## src/rtl/scan_rx.sv

```systemverilog
// LED panel scan receiver: deserialises per-lane R/G/B rows,
// captures them on latch and tags them with matrix/row.
module scan_rx #(
  parameter int MATRIX_NUM  = 4,
  parameter int MATRIX_SIZE = 8,
  parameter int EN_TIMEOUT  = 15
) (
  input  logic                          clk_i,
  input  logic                          rst_i,
  input  logic                          col_shift_clk_i,
  input  logic                          led_latch_i,
  input  logic                          led_en_i,
  input  logic [4:0]                    led_sel_i,
  input  logic [MATRIX_NUM-1:0]         led_r_i,
  input  logic [MATRIX_NUM-1:0]         led_g_i,
  input  logic [MATRIX_NUM-1:0]         led_b_i,
  output logic                          row_valid_o,
  output logic [1:0]                    row_matrix_o,
  output logic [2:0]                    row_idx_o,
  output logic [MATRIX_NUM*2*MATRIX_SIZE-1:0] row_r_o,
  output logic [MATRIX_NUM*2*MATRIX_SIZE-1:0] row_g_o,
  output logic [MATRIX_NUM*2*MATRIX_SIZE-1:0] row_b_o,
  output logic                          len_err_o,
  output logic                          timeout_err_o,
  output logic                          frame_done_o
);

  localparam int ROW_W = 2 * MATRIX_SIZE;
  localparam int LW    = MATRIX_NUM * ROW_W;
  localparam int CW    = $clog2(ROW_W + 2);
  localparam int TW    = $clog2(EN_TIMEOUT + 1);

  typedef enum logic [1:0] {
    S_SHIFT,
    S_WAIT_EN,
    S_EMIT
  } state_t;

  state_t state, state_nxt;

  logic          sclk_q, lat_q;
  logic          sclk_rise, lat_rise;
  logic [LW-1:0] sr_r, sr_g, sr_b;
  logic [LW-1:0] sr_r_nxt, sr_g_nxt, sr_b_nxt;
  logic [LW-1:0] sh_r, sh_g, sh_b;
  logic [CW-1:0] bit_cnt, cnt_nxt;
  logic [TW-1:0] tmo;
  logic          do_shift, do_lat;
  logic          emit, tmo_hit, len_bad, last_row;

  assign sclk_rise = col_shift_clk_i & ~sclk_q;
  assign lat_rise  = led_latch_i & ~lat_q;
  assign do_shift  = (state == S_SHIFT) & sclk_rise;
  assign do_lat    = (state == S_SHIFT) & lat_rise;

  // A bit arriving with the latch is shifted first so it joins the capture.
  always_comb begin
    sr_r_nxt = sr_r;
    sr_g_nxt = sr_g;
    sr_b_nxt = sr_b;
    cnt_nxt  = bit_cnt;
    if (do_shift) begin
      for (int m = 0; m < MATRIX_NUM; m++) begin
        sr_r_nxt[m*ROW_W +: ROW_W] =
          {led_r_i[m], sr_r[m*ROW_W+1 +: ROW_W-1]};
        sr_g_nxt[m*ROW_W +: ROW_W] =
          {led_g_i[m], sr_g[m*ROW_W+1 +: ROW_W-1]};
        sr_b_nxt[m*ROW_W +: ROW_W] =
          {led_b_i[m], sr_b[m*ROW_W+1 +: ROW_W-1]};
      end
      if (bit_cnt != CW'(ROW_W + 1))
        cnt_nxt = bit_cnt + 1'b1;
    end
  end

  always_comb begin
    state_nxt = state;
    unique case (state)
      S_SHIFT:   if (lat_rise) state_nxt = S_WAIT_EN;
      S_WAIT_EN: begin
        if (!led_en_i)
          state_nxt = S_EMIT;
        else if (tmo == TW'(1))
          state_nxt = S_SHIFT;
      end
      S_EMIT:    state_nxt = S_SHIFT;
      default:   state_nxt = S_SHIFT;
    endcase
  end

  always_comb begin
    emit     = (state == S_WAIT_EN) & ~led_en_i;
    tmo_hit  = (state == S_WAIT_EN) & led_en_i & (tmo == TW'(1));
    len_bad  = do_lat & (cnt_nxt != CW'(ROW_W));
    last_row = (led_sel_i[4:3] == 2'(MATRIX_NUM - 1)) &
               (led_sel_i[2:0] == 3'(MATRIX_SIZE - 1));
  end

  always_ff @(posedge clk_i) begin
    if (rst_i) begin
      state         <= S_SHIFT;
      sclk_q        <= 1'b0;
      lat_q         <= 1'b0;
      sr_r          <= '0;
      sr_g          <= '0;
      sr_b          <= '0;
      sh_r          <= '0;
      sh_g          <= '0;
      sh_b          <= '0;
      bit_cnt       <= '0;
      tmo           <= '0;
      row_valid_o   <= 1'b0;
      row_matrix_o  <= '0;
      row_idx_o     <= '0;
      row_r_o       <= '0;
      row_g_o       <= '0;
      row_b_o       <= '0;
      len_err_o     <= 1'b0;
      timeout_err_o <= 1'b0;
      frame_done_o  <= 1'b0;
    end else begin
      state         <= state_nxt;
      sclk_q        <= col_shift_clk_i;
      lat_q         <= led_latch_i;
      sr_r          <= sr_r_nxt;
      sr_g          <= sr_g_nxt;
      sr_b          <= sr_b_nxt;
      bit_cnt       <= do_lat ? '0 : cnt_nxt;
      len_err_o     <= len_bad;
      timeout_err_o <= tmo_hit;
      row_valid_o   <= emit;
      frame_done_o  <= emit & last_row;
      if (do_lat) begin
        sh_r <= sr_r_nxt;
        sh_g <= sr_g_nxt;
        sh_b <= sr_b_nxt;
        tmo  <= TW'(EN_TIMEOUT);
      end else if ((state == S_WAIT_EN) & led_en_i) begin
        tmo <= tmo - 1'b1;
      end
      if (tmo_hit) begin
        sh_r <= '0;
        sh_g <= '0;
        sh_b <= '0;
      end
      if (emit) begin
        row_r_o      <= sh_r;
        row_g_o      <= sh_g;
        row_b_o      <= sh_b;
        row_matrix_o <= led_sel_i[4:3];
        row_idx_o    <= led_sel_i[2:0];
      end
    end
  end

endmodule

```

## config.mk

```make
export PLATFORM = sky130hd
export DESIGN_NAME = scan_rx
export DESIGN_NICKNAME = d
export VERILOG_FILES = /design/src/rtl/scan_rx.sv
export SDC_FILE = /design/constraint.sdc
export NUM_CORES = 1
export LEC_CHECK = 0
export CAP_MARGIN = 20
export CORE_MARGIN = 4
export CORE_UTILIZATION = 50
export CTS_CLUSTER_SIZE = 16
export DETAILED_ROUTE_END_ITERATION = 12
export DONT_BUFFER_PORTS = 1
export PLACE_DENSITY = 0.65
export SETUP_SLACK_MARGIN = 0.5
export SYNTH_ARGS = -nofsm -noshare
export SYNTH_HDL_FRONTEND = slang
export SYNTH_SLANG_ARGS = --single-unit
export TNS_END_PERCENT = 1
```

## constraint.sdc

```tcl
create_clock -name clk_i -period 2.2 [get_ports clk_i]
set_input_delay 0.33 -clock clk_i [delete_from_list [all_inputs] [get_ports clk_i]]
set_output_delay 0.33 -clock clk_i [all_outputs]
set_load 0.05 [all_outputs]
```

==> results of run 1 <==
## power breakdown
| group | leakage, nW | total (mW) | internal (mW) | switching [mW] |
|---|---|---|---|---|
| clock network | 0.997 | 10.2 | 6.04 | 4.12 |
| logic | 2.75 | 1.69 | 0.757 | 0.935 |
| registers | 4.86 | 11.6 | 11.2 | 0.428 |
## worst reg2reg max path, stage by stage (launching register included)
cell       delay (ps)
dfxtp_4           370
nor4b_4           320
buf_4             210
buf_12            150
clkbuf_16         210
mux2i_2           290
nor2_1             70
## kinds of logic (layout without fill, tap and decap cells)
group                    count (synthesis)  count (layout)  synth area share
AND/OR/NAND/NOR                        816             816             0.152
flip-flops                             598             598             0.577
AO/OA/AOI/OAI                          401             401             0.131
multiplexers                           194             194            0.0936
buffers and inverters                  182             194            0.0416
XOR/XNOR                                 8               8           0.00337
adder cells (fa/ha/maj)                  4               4           0.00241
## layout make-up
type,count,area [µm²],share of cell area
Sequential cell,598,12000,0.491
Multi-Input combinational cell,1423,8480,0.347
Clock buffer,78,1680,0.0688
Timing Repair Buffer,85,1290,0.0529
Tap cell,532,666,0.0273
Clock inverter,27,300,0.0123
Inverter,4,15.0,0.000615
## path summary, 6_finish.rpt
check                                 endpoint                   from  slack, ps  cells past startpoint
hold reg to reg       row_b_o[56]$_SDFFE_PP0P_  sh_b[56]$_SDFFE_PP0P_        450                      2
hold / removal    row_matrix_o[0]$_SDFFE_PP0P_                  rst_i       -180                      1
setup / recovery           sr_g[52]$_SDFF_PP0_  state[1]$_SDFFE_PP0P_        420                      6
setup reg to reg           sr_g[52]$_SDFF_PP0_  state[1]$_SDFFE_PP0P_        420                      6
## layer usage
metal  routed length (µm)  vias to the layer above  GRT usage  share of wire
met3                 2650                       69     0.0498          0.058
li1                     -                     7361          -              -
met2                21000                      247      0.301           0.46
met5                    0                        -          0              0
met1                21100                     7069      0.259           0.46
met4                 1020                        0     0.0573          0.022
## sequential cells by signal (all words and copies together) (netlist names), 3 cells and up
signal	cells
sh_r	64
sh_b	64
row_idx_o	3
row_g_o	64
sr_r	64
sr_b	64
row_b_o	64
tmo	4
sh_g	64
row_r_o	64
sr_g	64
bit_cnt	5
## timing repair
item	4_1_cts	5_1_grt
cloned	3	10
endpoints found under the setup margin	553	469
pin swaps	1	2
hold endpoints to repair	410	323
buffers inserted	6	6
hold buffers	9	11
resized for setup	29	97
## stage by stage
stage | power [mW] | setup WS (ps)
2_1_floorplan | 13.0 | 618
3_3_place_gp | 13.2 | 299
3_5_place_dp | 13.2 | 248
4_1_cts | 23.5 | 421
5_1_grt | 24.4 | 349
6_report | 23.5 | 417
## layout by cell type, fill, tap and decap left out, drive strengths merged, types with 2 or more instances in the layout
cell type	Yosys	layout
mux2i	193	193
inv	4	8
nand4	2	2
nor4	2	2
nand2b	2	2
xnor2	5	5
dfxtp	598	598
nor2	391	391
nor3	5	5
buf	69	55
nor2b	3	3
nand3	3	3
a211oi	194	194
clkinv	0	17
ha	4	4
xor2	3	3
o21ai	2	2
nor4b	2	2
dlygate4sd3	0	20
clkbuf	109	87
bufinv	0	6
a21oi	203	203
nand2	399	399
==> results.py, run 1 <==
metrics = {
    "outcome": {
        "status": "complete, but fails checks",
        "violations": "hold timing",
    },
    "run": {
        "cap_viol_max_count": 0,
    },
    "synthesis": {
        "synth_area_um2": 20800,
        "synth_most_common_cell": "dfxtp_1",
        "yosysSeqAreaShare": 0.577,
        "syn_avg_cell_area_um2": 9.42,
        "synth_edf_count": 0,
        "synthFlopType": "dfxtp_1",
        "yosys-top-cells-area": "dfxtp_1, mux2i_1, nand2_1, nor2_1, a211oi_1",
        "synth.distinct_cells": 34,
        "synth_seq_cells": 598,
        "synthCells": 2203,
        "synth_area_leader_cell": "dfxtp_1",
        "async_flop_share": 0,
        "syn_nets": 2229,
        "synthDominantCellAreaShare": 0.577,
        "netlist_top_cells_count": "dfxtp_1, nand2_1, nor2_1",
        "synth_warnings": 0,
    },
    "setup_path": {
        "worstPathRequired_ps": 2630,
        "crit_type": "reg2reg",
        "critical-path-top-delay-family": "buffers and inverters",
        "timing.critical_path.buf_inv": 3,
        "crit_arrival_ps": 2210,
        "cp_slowest_stage_delay_ps": 370,
        "critPathSlowestCell": "dfxtp_4",
        "setup.worst_path.start_class": "flip-flop",
        "timing.critical_path.to_type": "flip-flop",
        "crit_path_max_fanout": 14,
        "cp_cell_sequence": "nor4b_4 > buf_4 > buf_12 > clkbuf_16 > mux2i_2 > nor2_1",
    },
    "timing": {
        "slew_viol_final": 0,
        "period_minus_slack_ps": 1780,
        "worstMarginPinSlew_ps": 1180,
        "holdWs_ps": -183,
        "max_freq_mhz": 561,
        "fin_skew_ps": 13.5,
        "setup-violations-final": 0,
        "finalHoldViolations": 24,
        "fin_crit_sh": 0.810,
        "rsz0062_at_grt": "true",
        "slew_headroom": 0.215,
        "tns_ps": 0,
    },
    "grt": {
        "grt_use_total": 0.191,
        "gr-total-overflow": 0,
        "antenna_found_initial": 1,
        "grt_pass1_vias": 14100,
        "grt_pass1_wl_um": 72200,
        "grt_max_degree": 408,
    },
    "layout": {
        "diodes": 0,
        "final_cells": 2747,
        "final_util": 0.596,
        "final_area_um2": 24400,
        "area_growth_pct": 17.5,
        "num-fill-cells": 3526,
        "drive_gt1_frac": 0.130,
        "nNetsFinal": 2195,
    },
    "route": {
        "vias": 14700,
        "drt_iter0_drc": 840,
        "ant_nets": 0,
        "wl_per_cell_um": 16.7,
        "vias_per_cell": 5.37,
        "drt_drc_violations_left": 0,
        "dr.pass1.iters": 5,
        "drt_wl_total_um": 45800,
    },
    "power": {
        "p_per_area_nw_per_um2": 962,
        "ir_drop_mv": 0.569,
        "cellLeakagePower_nw": 8.60,
    },
    "clock_network": {
        "ctsRootBufferMaster": "clkbuf_16",
        "clock-sinks": 598,
        "cts_buffers": 57,
        "clk_pin_slew_ps": 60,
        "clockBufferDepth": 3,
        "cts_tree": "built",
        "htree_num_levels": 2,
        "worst_skew_pair.late_latency_ps": 600,
    },
    "placed_design": {
        "placedInstanceArea_um2": 21200,
        "portBuffers": 0,
        "hpwl_um": 26000,
        "numPlacedInstances": 2597,
        "gp_congestion": 0.739,
    },
    "floorplanning": {
        "initial_core_util": 0.507,
        "num_io_pins": 223,
        "die_x_um": 212,
        "core_um2": 40900,
        "die_y_um": 212,
        "dieArea_um2": 44800,
        "num_rows": 74,
    },
    "worst_hold_path": {
        "hold_path_class": "in2reg",
    },
}
Power figures use the tool's default switching activity.
==> run 2: changes to the inputs <==
--- a/config.mk
+++ b/config.mk
@@ -11,7 +11,7 @@
 export CTS_CLUSTER_SIZE = 16
 export DETAILED_ROUTE_END_ITERATION = 12
 export DONT_BUFFER_PORTS = 1
-export PLACE_DENSITY = 0.65
+export PLACE_DENSITY = 0.68
 export SETUP_SLACK_MARGIN = 0.5
 export SYNTH_ARGS = -nofsm -noshare
 export SYNTH_HDL_FRONTEND = slang
==> constraint.sdc (replaced) <==
create_clock -name clk_i -period 1.5 [get_ports clk_i]
set_input_delay 0.225 -clock clk_i [delete_from_list [all_inputs] [get_ports clk_i]]
set_output_delay 0.225 -clock clk_i [all_outputs]
set_load 0.05 [all_outputs]
==> run 2 against run 1 <==
The flow finishes with violations (hold timing, slew limit, setup timing). Clock-buffer cell count decreased by 1. Final area increased by 8.1%. Setup slack got worse by 690 ps. Die area unchanged. Highest routed layer unchanged. Register-to-register slack got worse by 690 ps. Global-route usage increased by 1.3 points. Clock power increased by 47%. Sequential share of layout area decreased by 2.4 points. Non-clock buffer count increased by 112. Critical path depth increased by 3. Power increased by 49%. Critical endpoint is now sh_r[52]$_SDFFE_PP0P_.
==> results.py, run 2 (synthesis results as in run 1) <==
metrics = {
    "setup_path": {
        "worstSetupPathDepth": 9,
        "setup.worst_path.start_class": "flip-flop",
        "timing.critical_path.to_type": "flip-flop",
        "cp_slowest_stage_delay_ps": 360,
        "worstPathRequired_ps": 1980,
        "critPathSlowestCell": "dfxtp_4",
        "r2r_slack_ps": -270,
        "crit_top_cell": "buf_6",
        "critical-path-top-delay-family": "buffers and inverters",
        "reg2reg_to": "sh_r[52]$_SDFFE_PP0P_",
        "timing.critical_path.buf_inv": 7,
        "crit_type": "reg2reg",
        "rr_worst_depth": 9,
        "crit_path_max_fanout": 7,
        "cp_cell_sequence": "buf_6 > nor4b_4 > buf_6 > buf_6 > buf_8 > buf_6 > buf_8 > buf_6 > a211oi_1",
        "crit_start": "state[1]$_SDFFE_PP0P_",
        "critPathCapture": "sh_r[52]$_SDFFE_PP0P_",
        "worstReg2RegStart": "state[1]$_SDFFE_PP0P_",
        "crit_arrival_ps": 2250,
    },
    "clock_network": {
        "worst_skew_pair.late_latency_ps": 610,
        "ctsHoldBuffers": 16,
        "cts_tree": "built",
        "cts_buffers": 59,
        "clock-sinks": 598,
        "ctsRootBufferMaster": "clkbuf_16",
        "clk_pin_slew_ps": 60,
        "htree_num_levels": 2,
        "clockBufferDepth": 3,
    },
    "worst_hold_path": {
        "hold_path_class": "in2reg",
        "hold_depth": 1,
    },
    "power": {
        "power_mw": 35.0,
        "ir_drop_mv": 0.754,
        "cellLeakagePower_nw": 9.38,
        "p_per_area_nw_per_um2": 1320,
    },
    "outcome": {
        "status": "complete, but fails checks",
        "violations": "hold timing, slew limit, setup timing",
    },
    "grt": {
        "grt_use_total": 0.204,
        "grt_max_degree": 408,
        "grt_pass1_wl_um": 76800,
        "gr-total-overflow": 0,
        "grt_pass1_vias": 15100,
        "antenna_found_initial": 0,
    },
    "layout": {
        "mostFrequentLayoutCells": "dfxtp_1, nand2_1, nor2_1",
        "area_growth_pct": 27.1,
        "nNetsFinal": 2309,
        "diodes": 0,
        "final_util": 0.645,
        "final_common_cell": "dfxtp_1",
        "num-fill-cells": 3138,
        "drive_gt1_frac": 0.255,
    },
    "floorplanning": {
        "num_io_pins": 223,
        "dieArea_um2": 44800,
        "die_x_um": 212,
        "num_rows": 74,
        "die_y_um": 212,
        "core_um2": 40900,
        "initial_core_util": 0.507,
    },
    "timing": {
        "setup-violations-final": 574,
        "fin_skew_ps": 16.5,
        "finalHoldViolations": 67,
        "timing.final.ws_setup_ps": -272,
        "worstMarginPinSlew_ps": 1720,
        "max_freq_mhz": 564,
        "period_minus_slack_ps": 1770,
        "fin_crit_sh": 1.18,
        "slew_headroom": -0.146,
        "slew_viol_final": 138,
        "rsz0062_at_grt": "true",
        "holdWs_ps": -315,
    },
    "route": {
        "ant_nets": 0,
        "drt_drc_violations_left": 0,
        "drt_wl_total_um": 48900,
        "vias_per_cell": 5.40,
        "drt_iter0_drc": 1022,
        "wl_per_cell_um": 17.1,
        "dr.pass1.iters": 5,
        "vias": 15400,
    },
    "run": {
        "cap_viol_max_count": 0,
    },
    "placed_design": {
        "hpwl_um": 27500,
        "portBuffers": 0,
        "gp_congestion": 0.781,
    },
}
[run 2: cell count changes in the layout (fill, tap and decap cells not counted), sizes merged, moves of 2 or more]
cell	delta
buf	+120
clkbuf	-4
clkinv	-3
clkinvlp	+3
dlygate4sd3	-4
inv	-2
[run 2: worst register-to-register path, cell delays in order, from the launching register on]
cell      delay, ps
dfxtp_4         360
buf_6           130
nor4b_4         330
buf_6           190
buf_6           100
buf_8           120
buf_6           110
buf_8           120
buf_6           120
a211oi_1         60
[run 2: per-layer routing]
metal / share of wire / track usage / vias up
met1: 0.44 / 0.270 / 7415
li1: - / - / 7601
met4: 0.022 / 0.0626 / 0
met3: 0.053 / 0.0439 / 81
met5: 0 / 0 / -
met2: 0.48 / 0.337 / 330
[run 2: how the worst min path moves through the flow]
stage | startpoint | endpoint | slack, ps
detailed placement | rst_i | row_r_o[53]$_SDFFE_PP0P_ | 340
finish | rst_i | row_r_o[51]$_SDFFE_PP0P_ | -320
CTS | rst_i | row_r_o[51]$_SDFFE_PP0P_ | -330
global placement | rst_i | row_idx_o[0]$_SDFFE_PP0P_ | 330
floorplan | led_sel_i[2] | frame_done_o$_SDFF_PP0_ | 350
global route | rst_i | row_b_o[61]$_SDFFE_PP0P_ | -340
[run 2: metrics by stage]
stage                     setup TNS (ps)  setup slack, ps  hold slack, ps  area (µm²)  cells
after global placement            -48490             -201             330       22200   2702
after global routing             -106380             -336            -338       26400   2857
after detailed placement          -64710             -267             337       22200   2702
final                             -71490             -272            -315       26400   2857
after CTS                         -45020             -201            -330       25500   2841
after floorplan                        0            0.247             350       21000   2203
[run 2: layout make-up]
| type | instances | area [µm²] | share of cell area |
|---|---|---|---|
| repair buffers | 197 | 2720 | 0.103 |
| clock inverters | 26 | 328 | 0.0124 |
| clock buffers | 77 | 1650 | 0.0627 |
| flip-flops and latches | 598 | 12300 | 0.467 |
| inverters | 4 | 15.0 | 0.000569 |
| well taps | 532 | 666 | 0.0252 |
| multi-input cells | 1423 | 8680 | 0.329 |
[run 2: what timing repair did]
| action | CTS | global route |
|---|---|---|
| gates resized for setup | 299 | 164 |
| setup buffers | 8 | 7 |
| endpoints found under the setup margin | 797 | 797 |
| pin swaps | 9 | 5 |
| gates cloned | 12 | 9 |
| endpoints found under the hold margin | 418 | 404 |
[run 2: power breakdown]
group / internal [mW] / leakage (nW) / switching (mW)
Combinational: 1.47 / 3.46 / 1.62
Sequential: 16.3 / 4.95 / 0.550
Clock: 8.93 / 0.978 / 6.07
